$ cat src/rtl/piposr_pkg.sv
// piposr_pkg: state encoding and defaults shared by the shift-register frame sequencer.
package piposr_pkg;
    localparam logic [2:0] S_IDLE    = 3'd0;
    localparam logic [2:0] S_LOAD    = 3'd1;
    localparam logic [2:0] S_SHIFT   = 3'd2;
    localparam logic [2:0] S_CAPTURE = 3'd3;
    localparam logic [2:0] S_DONE    = 3'd4;
    localparam int DEF_WIDTH = 4;
endpackage

$ cat src/rtl/piposr_bitcnt.sv
// piposr_bitcnt: clear/enable bit counter with terminal count at WIDTH-1.
module piposr_bitcnt
    import piposr_pkg::*;
#(
    parameter int WIDTH = DEF_WIDTH
) (
    input  logic clk,
    input  logic rst,
    input  logic clr,
    input  logic en,
    output logic tc
);
    localparam int CW = $clog2(WIDTH);
    logic [CW-1:0] cnt;
    always_ff @(posedge clk) begin
        if (rst || clr)
            cnt <= '0;
        else if (en)
            cnt <= cnt + CW'(1);
    end
    assign tc = cnt == CW'(WIDTH - 1);
endmodule

$ cat src/rtl/piposr_ctrl.sv
// piposr_ctrl: frame sequencer driving a PIPO shift register's din/ldin/ldout pins.
module piposr_ctrl
    import piposr_pkg::*;
#(
    parameter int WIDTH = DEF_WIDTH,
    parameter int CNT_W = 8
) (
    input  logic             CK,
    input  logic             RST,
    input  logic [WIDTH-1:0] tx_data,
    input  logic             tx_valid,
    output logic             tx_ready,
    output logic [WIDTH-1:0] sr_din,
    output logic             sr_ldin,
    output logic             sr_ldout,
    output logic             line_valid,
    output logic             rx_valid,
    output logic             busy,
    output logic [CNT_W-1:0] frame_cnt
);
    logic [2:0] state;
    logic [2:0] state_nx;
    logic       tc;
    logic       accept;

    piposr_bitcnt #(.WIDTH(WIDTH)) u_bitcnt (
        .clk(CK),
        .rst(RST),
        .clr(state == S_LOAD),
        .en (state == S_SHIFT),
        .tc (tc)
    );

    assign tx_ready   = state == S_IDLE || state == S_DONE;
    assign accept     = tx_ready && tx_valid;
    assign sr_ldin    = state == S_LOAD;
    assign line_valid = state == S_SHIFT;
    assign sr_ldout   = state == S_CAPTURE;
    assign rx_valid   = state == S_DONE;
    assign busy       = state != S_IDLE;

    // DONE shares IDLE's accept path so back-to-back frames skip IDLE entirely
    always_comb begin
        state_nx = accept                ? S_LOAD    :
                   state == S_LOAD       ? S_SHIFT   :
                   state == S_SHIFT      ? (tc ? S_CAPTURE : S_SHIFT) :
                   state == S_CAPTURE    ? S_DONE    : S_IDLE;
    end

    always_ff @(posedge CK) begin
        if (RST) begin
            state     <= S_IDLE;
            sr_din    <= '0;
            frame_cnt <= '0;
        end else begin
            state <= state_nx;
            if (accept)
                sr_din <= tx_data;
            if (state == S_DONE)
                frame_cnt <= frame_cnt + CNT_W'(1);
        end
    end
endmodule

$ cat config.mk
export PLATFORM = sky130hd
export DESIGN_NAME = piposr_ctrl
export DESIGN_NICKNAME = d
export VERILOG_FILES = /design/src/rtl/piposr_pkg.sv /design/src/rtl/piposr_bitcnt.sv /design/src/rtl/piposr_ctrl.sv
export SDC_FILE = /design/constraint.sdc
export NUM_CORES = 1
export LEC_CHECK = 0
export BUFFER_PORTS_ARGS = -buffer_cell sky130_fd_sc_hd__buf_4
export CAP_MARGIN = 15
export CORE_UTILIZATION = 43
export DETAILED_ROUTE_END_ITERATION = 6
export PLACE_DENSITY = 0.79
export SYNTH_ARGS = -nofsm -noshare
export SYNTH_HDL_FRONTEND = slang
export SYNTH_SLANG_ARGS = --single-unit
$ cat constraint.sdc
create_clock -name CK -period 1.4 [get_ports CK]
set_clock_uncertainty 0.1 [all_clocks]
set_input_delay 0.28 -clock CK [delete_from_list [all_inputs] [get_ports CK]]
set_output_delay 0.28 -clock CK [all_outputs]
set_load 0.005 [all_outputs]
==> results of run 1 <==
## cell families after synthesis
kind of cell | count (synthesis) | share of synthesized area
and+or+nand+nor | 33 | 0.266
adders and majority gates | 2 | 0.0330
muxes | 7 | 0.0941
DFF | 17 | 0.449
xor gates and xnor gates | 4 | 0.0462
buffers and inverters | 6 | 0.0462
AOI/OAI and AO/OA | 9 | 0.0660
## power by group
part / internal [mW] / leakage [nW] / switching [mW]
logic: 0.127 / 0.383 / 0.0739
registers: 0.498 / 0.142 / 0.0212
clock network: 0.111 / 0.0150 / 0.168
## cell type report
| class | count | area, sq um | share of cell area |
|---|---|---|---|
| inverters | 1 | 3.75 | 0.00306 |
| clock buffers | 4 | 26.3 | 0.0214 |
| flip-flops and latches | 17 | 357 | 0.291 |
| well taps | 16 | 20.0 | 0.0163 |
| repair buffers | 44 | 357 | 0.291 |
| multi-input cells | 55 | 464 | 0.378 |
## synthesized netlist by cell type (all sizes together)
cell | instances | share of area
dfxtp | 17 | 0.45
nor2 | 9 | 0.045
mux2i | 6 | 0.079
a21oi | 5 | 0.033
nand2 | 4 | 0.020
nor3b | 4 | 0.053
xnor2 | 4 | 0.046
buf | 3 | 0.030
nor3 | 3 | 0.020
or3 | 3 | 0.025
clkbuf | 2 | 0.012
ha | 2 | 0.033
nor2b | 2 | 0.016
o21ai | 2 | 0.013
o31ai | 2 | 0.020
or4 | 2 | 0.020
and3b | 1 | 0.012
inv | 1 | 0.0049
mux2 | 1 | 0.015
nand4 | 1 | 0.0083
nand4bb | 1 | 0.015
nor4 | 1 | 0.0083
nor4bb | 1 | 0.013
or2 | 1 | 0.012
## state kept, by name (all words and copies together) (netlist names)
signal,count
u_bitcnt.cnt,2
state,3
frame_cnt,8
sr_din,4
## what timing repair did
item                                    4_1_cts  5_1_grt
pin swaps                                     4        6
hold buffers                                  0        0
gates resized for setup                      19       11
buffers inserted                              6        3
endpoints found under the setup margin        9       15
## worst max path at each step
stage	start	to	slack, ps	cells after the start
floorplan	frame_cnt[0]$_SDFFE_PP0P_	frame_cnt[6]$_SDFFE_PP0P_	-0.1	4
global placement	state[0]$_SDFF_PP0_	frame_cnt[6]$_SDFFE_PP0P_	20	3
detailed placement	frame_cnt[0]$_SDFFE_PP0P_	frame_cnt[6]$_SDFFE_PP0P_	-20	4
CTS	state[2]$_SDFF_PP0_	busy	-240	3
global route	state[2]$_SDFF_PP0_	busy	-280	3
finish	state[2]$_SDFF_PP0_	busy	-240	3
## routing by layer
metal / wire length, microns / up-vias
met5: 0 / -
met4: 29 / 0
met3: 79 / 4
met2: 916 / 19
met1: 926 / 340
li1: - / 359
## critical path: cells and delay by family (launching register included)
| kind | cells | cell delay [ps] |
|---|---|---|
| DFF | 1 | 340 |
| buffers and inverters | 2 | 260 |
| and+or+nand+nor | 1 | 360 |
## metrics by stage
| stage | area, sq um | power (mW) | util | hold slack [ps] |
|---|---|---|---|---|
| final | 1230 | 0.999 | 0.779 | 117 |
| after global routing | 1230 | 1.05 | 0.779 | 125 |
| after CTS | 1170 | 0.988 | 0.745 | 112 |
| after detailed placement | 1030 | 0.687 | 0.654 | 370 |
| after global placement | 1030 | 0.681 | 0.654 | 366 |
| after floorplan | 768 | 0.615 | - | 327 |
==> flow_summary_export.csv, run 1 <==
group,metric,value,unit
finish,nFillCells,108,
global_routing,grt_pass1_wl,2.99,mm
global_routing,grt.total_usage,0.217,
global_routing,met3_usage,0.0667,
setup_path,worstReg2RegStart,"state[1]$_SDFF_PP0_",
timing,min_period,1640,ps
clock_network,cts.clk_slew.worst_paths,100,ps
synthesis,avgSynthCellArea,9.72,sq um
synthesis,synth-seq-cells,17,
route,via_count,722,
outcome,outcome,"finished, violations left",
placement,dpl.hpwl,1.15,mm
synthesis,ys_types,28,
setup_path,crit_path_start_kind,"flop",
route,first_iter_violations,11,
global_routing,grt_max_degree,19,
synthesis,synthCells,78,
timing,timing.slew.headroom,0.684,
finish,final_cell_mix,"37 x buf_4, 12 x dfxtp_1, 9 x nor2_1, 7 x buf_6, 6 x mux2i_1",
timing,tightest_slew,468,ps
global_routing,grt_antenna_before_repair,0,
setup_path,critPathRequiredTime,1020,ps
synthesis,syn_area,758,sq um
placement,place_inst,126,
clock_network,cts_buffers,3,
route,routedWlPerCell,14.2,microns
timing,post-route-period-util,1.17,
synthesis,syn_nets,87,
timing,finalHoldViolCount,0,
global_routing,grtUsageMet1,0.249,
clock_network,clk_latency,300,ps
power_and_ir_drop,ir_worst_vdd,724,uV
floorplan,initial_utilization,0.481,
floorplan,num_io_pins,25,
finish,layout_commonest_cell,"buf_4",
finish,fin_cells,137,
power_and_ir_drop,p_leak,0.539,nW
worst_hold_path,worstHoldStart,"tx_data[2]",
floorplan,core_area,1580,sq um
setup_path,worst_path_max_delay_cell,"or3_1",
setup_path,critical_path.max_fanout,6,
global_routing,grtUsageMet2,0.364,
timing,final-setup-viol-count,10,
setup_path,crit_type,"reg -> out",
finish,antennaDiodeCount,0,
finish,drive_above_1_share,0.562,
timing,fmax,0.609,GHz
clock_network,cts_root_buf,"clkbuf_4",
placement,io_buffer_count,24,
worst_hold_path,hp-class,"in -> reg",
outcome,violations,"negative setup slack",
clock_network,clock_path_buffers,2,
clock_network,cts_tree,"done",
setup_path,rr_worst_depth,5,
synthesis,ys_warn_count,0,
route,routed_wl,1.95,mm
route,drc,0,
route,dr.pass1.iters,6,
route,routed_via_density,5.27,
setup_path,critical-path-max-stage-delay,360,ps
timing,rsz0062_at_grt,"yes",
placement,place_ws,-19.2,ps
route,ant_nets,0,
global_routing,grt_pass1_vias,692,
global_routing,grt.busiest_layer,"met2",
finish,fin_nets,131,
clock_network,cts_sinks,17,
flow_run,cap_violations,0,
worst_hold_path,whs_path_depth,3,
synthesis,seq_area_frac_synth,0.449,
floorplan,fp.dieH,44.0,microns
floorplan,core.rowCount,14,
placement,place.gp.congestion,0.719,
clock_network,htree_levels,1,
setup_path,ff2ff_setup_slack,-100,ps
floorplan,die_w,44.0,microns
timing,setup_tns,-1050,ps
setup_path,cp.arrival,1260,ps
global_routing,overflow,0,
timing,finalMaxSlewViolations,0,
power_and_ir_drop,p_per_area,814,nW/um^2
setup_path,end_kind,"primary output",
floorplan,dieArea,1940,sq um
setup_path,path_cells,"buf_6, or3_1, buf_4",
finish,area_growth,61.9,%
setup_path,r2r_end,"frame_cnt[2]$_SDFFE_PP0P_",
timing,setup_slack,-241,ps
worst_hold_path,min_to,"sr_din[2]$_SDFFE_PP0P_",
Power figures use the tool's default switching activity.
==> run 2: changes to the inputs <==
Settings changed: CORE_UTILIZATION 43 to 47, PLACE_DENSITY 0.79 to 0.82, SLEW_MARGIN set to 20, SYNTH_HIERARCHICAL set to 1.
Clock period 1.4 ns to 1.85 ns, I/O delays scaled along.
==> run 2 against run 1 <==
Against the previous run:
- count of clock-buffer cells in the layout did not move
- synthesized cell count fell by 3.8%
- first-iteration DRC count rose by 27%
- worst hold slack improved by 99 ps
- routed wire length fell by 26%
- cell area fell by 21%
- the run now ends clean
- setup slack improved by 310 ps
- critical path depth fell by 1
- flip-flop and latch count did not move
- die area fell by 8.6%
- clock power fell by 29%
- non-clock buffer count fell by 17
==> flow_summary_export.csv, run 2 <==
group,metric,value,unit
route,first_iter_violations,14,
finish,largest_register,"frame_cnt",
timing,post-route-period-util,0.962,
worst_hold_path,worstHoldStart,"tx_data[0]",
synthesis,ys_warn_count,6,
timing,finalHoldViolCount,0,
global_routing,grt_max_degree,18,
global_routing,overflow,0,
clock_network,cts_tree,"done",
synthesis,synth_top_area_cell,"dfxtp_1",
clock_network,cts_root_buf,"clkbuf_4",
timing,finalMaxSlewViolations,0,
synthesis,yosys-top-cells-area,"dfxtp_1 45%, mux2i_1 8.0%, xnor2_1 4.6%",
finish,nFillCells,126,
clock_network,htree_levels,1,
placement,io_buffer_count,24,
setup_path,critical_path.max_fanout,10,
route,routedWlPerCell,12.2,microns
setup_path,crit_end,"busy",
finish,reg.largest.list,"frame_cnt x8, sr_din x4, state x3",
route,routed_wl,1.44,mm
finish,largest_reg_flops,8,
synthesis,async_flop_share,0,
floorplan,dieArea,1770,sq um
global_routing,grt.total_usage,0.165,
floorplan,fp.dieH,42.1,microns
route,via_count,637,
setup_path,crit_type,"reg -> out",
clock_network,clock_path_buffers,2,
timing,timing.slew.headroom,0.680,
floorplan,core.rowCount,14,
worst_hold_path,hp-class,"in -> reg",
setup_path,cp.arrival,1310,ps
timing,setup_tns,0,ps
outcome,outcome,"finished, final reports clean",
synthesis,avgSynthCellArea,10.1,sq um
finish,layout_commonest_cell,"buf_4",
finish,seqCellArea,342,sq um
flow_run,cap_violations,0,
finish,fin_nets,112,
synthesis,synth_edf_count,0,
synthesis,ys_types,23,
setup_path,worstReg2RegStart,"state[0]$_SDFF_PP0_",
power_and_ir_drop,p_leak,0.407,nW
synthesis,yosysTopAreaCellShare,0.451,
power_and_ir_drop,ir_worst_vdd,485,uV
placement,dpl.hpwl,1.08,mm
synthesis,syn_nets,84,
setup_path,end_kind,"primary output",
synthesis,synthFlopType,"dfxtp_1",
floorplan,die_w,42.1,microns
setup_path,crit_path_start,"state[0]$_SDFF_PP0_",
synthesis,seq_area_frac_synth,0.451,
clock_network,clk_latency,280,ps
finish,area_growth,29.0,%
synthesis,post-synth-top-count-cell,"dfxtp_1",
floorplan,initial_utilization,0.501,
clock_network,cts.clk_slew.worst_paths,90,ps
route,drc,0,
clock_network,cts_sinks,17,
setup_path,crit_path_start_kind,"flop",
clock_network,cts_buffers,3,
setup_path,critPathRequiredTime,1380,ps
route,routed_via_density,5.40,
finish,drive_above_1_share,0.382,
setup_path,rr_worst_depth,3,
timing,final-setup-viol-count,0,
synthesis,synthCells,75,
finish,antennaDiodeCount,0,
finish,multiInputGateArea,383,sq um
timing,tightest_slew,478,ps
synthesis,syn_area,754,sq um
floorplan,core_area,1510,sq um
synthesis,synthTopCellsByCount,"17 x dfxtp_1, 9 x nor2_1, 6 x a21oi_1, 6 x mux2i_1",
route,ant_nets,0,
finish,final_cell_mix,"27 x buf_4, 16 x dfxtp_1, 9 x nor2_1, 6 x a21oi_1, 6 x mux2i_1",
power_and_ir_drop,p_per_area,711,nW/um^2
placement,place.gp.congestion,0.688,
finish,final_util,0.646,
setup_path,r2r_end,"frame_cnt[5]$_SDFFE_PP0P_",
synthesis,synth-seq-cells,17,
timing,fmax,0.562,GHz
timing,min_period,1780,ps
setup_path,ff2ff_setup_slack,130,ps
floorplan,num_io_pins,25,
global_routing,grt_antenna_before_repair,0,
route,dr.pass1.iters,4,
global_routing,grt_pass1_wl,2.20,mm
global_routing,grt_pass1_vias,525,
timing,rsz0062_at_grt,"no",
-- run 2: worst min-delay path by stage --
stage / end / cells past startpoint
floorplan: frame_cnt[5]$_SDFFE_PP0P_ / 1
global placement: frame_cnt[7]$_SDFFE_PP0P_ / 2
detailed placement: frame_cnt[7]$_SDFFE_PP0P_ / 2
CTS: sr_din[2]$_SDFFE_PP0P_ / 3
global route: sr_din[2]$_SDFFE_PP0P_ / 3
finish: sr_din[0]$_SDFFE_PP0P_ / 3
-- run 2: worst max-delay path: stages (launching register included) --
cell and delay, ps:
dfxtp_1 400, or3_2 470, buf_4 150
-- run 2: cell type report --
type / instances / area share
Clock buffer: 4 / 0.0270
Multi-Input combinational cell: 54 / 0.393
Sequential cell: 17 / 0.351
Tap cell: 16 / 0.0206
Timing Repair Buffer: 27 / 0.208
-- run 2: stage by stage --
step	hold WS [ps]	cells	setup WS (ps)	total power, mW	area (sq um)
after floorplan	339	75	334	0.458	754
after global placement	363	114	229	0.499	946
after detailed placement	378	114	166	0.503	946
after CTS	213	118	35.3	0.700	972
after global routing	221	118	5.69	0.721	973
final	216	118	69.9	0.692	973
-- run 2: routing by layer --
metal | vias to the layer above | track usage | share of wire
met5 | - | 0 | 0
met2 | 17 | 0.247 | 0.48
met1 | 294 | 0.223 | 0.46
met4 | 0 | 0.0938 | 0.022
met3 | 5 | 0.0302 | 0.040
li1 | 321 | - | -
-- run 2: power breakdown --
group	leakage (nW)	switching [mW]	total, mW	internal, mW
logic	0.254	0.0389	0.0989	0.0600
clock network	0.0150	0.115	0.199	0.0838
registers	0.138	0.0149	0.395	0.380
-- run 2: timing repair --
| item | in CTS | in global routing |
|---|---|---|
| hold buffers | 0 | 0 |
| buffers inserted | 0 | 0 |
| endpoints found under the setup margin | 0 | 1 |
| gates resized for setup | 0 | 1 |
-- run 2: logic make-up after synthesis --
kind of cell,Yosys count,synth area share
AND/OR/NAND/NOR,31,0.265
multiplexers,6,0.0796
AO/OA/AOI/OAI,11,0.0829
adder cells (fa/ha/maj),2,0.0332
XOR/XNOR,4,0.0464
buffers and inverters,4,0.0414
flip-flops,17,0.451
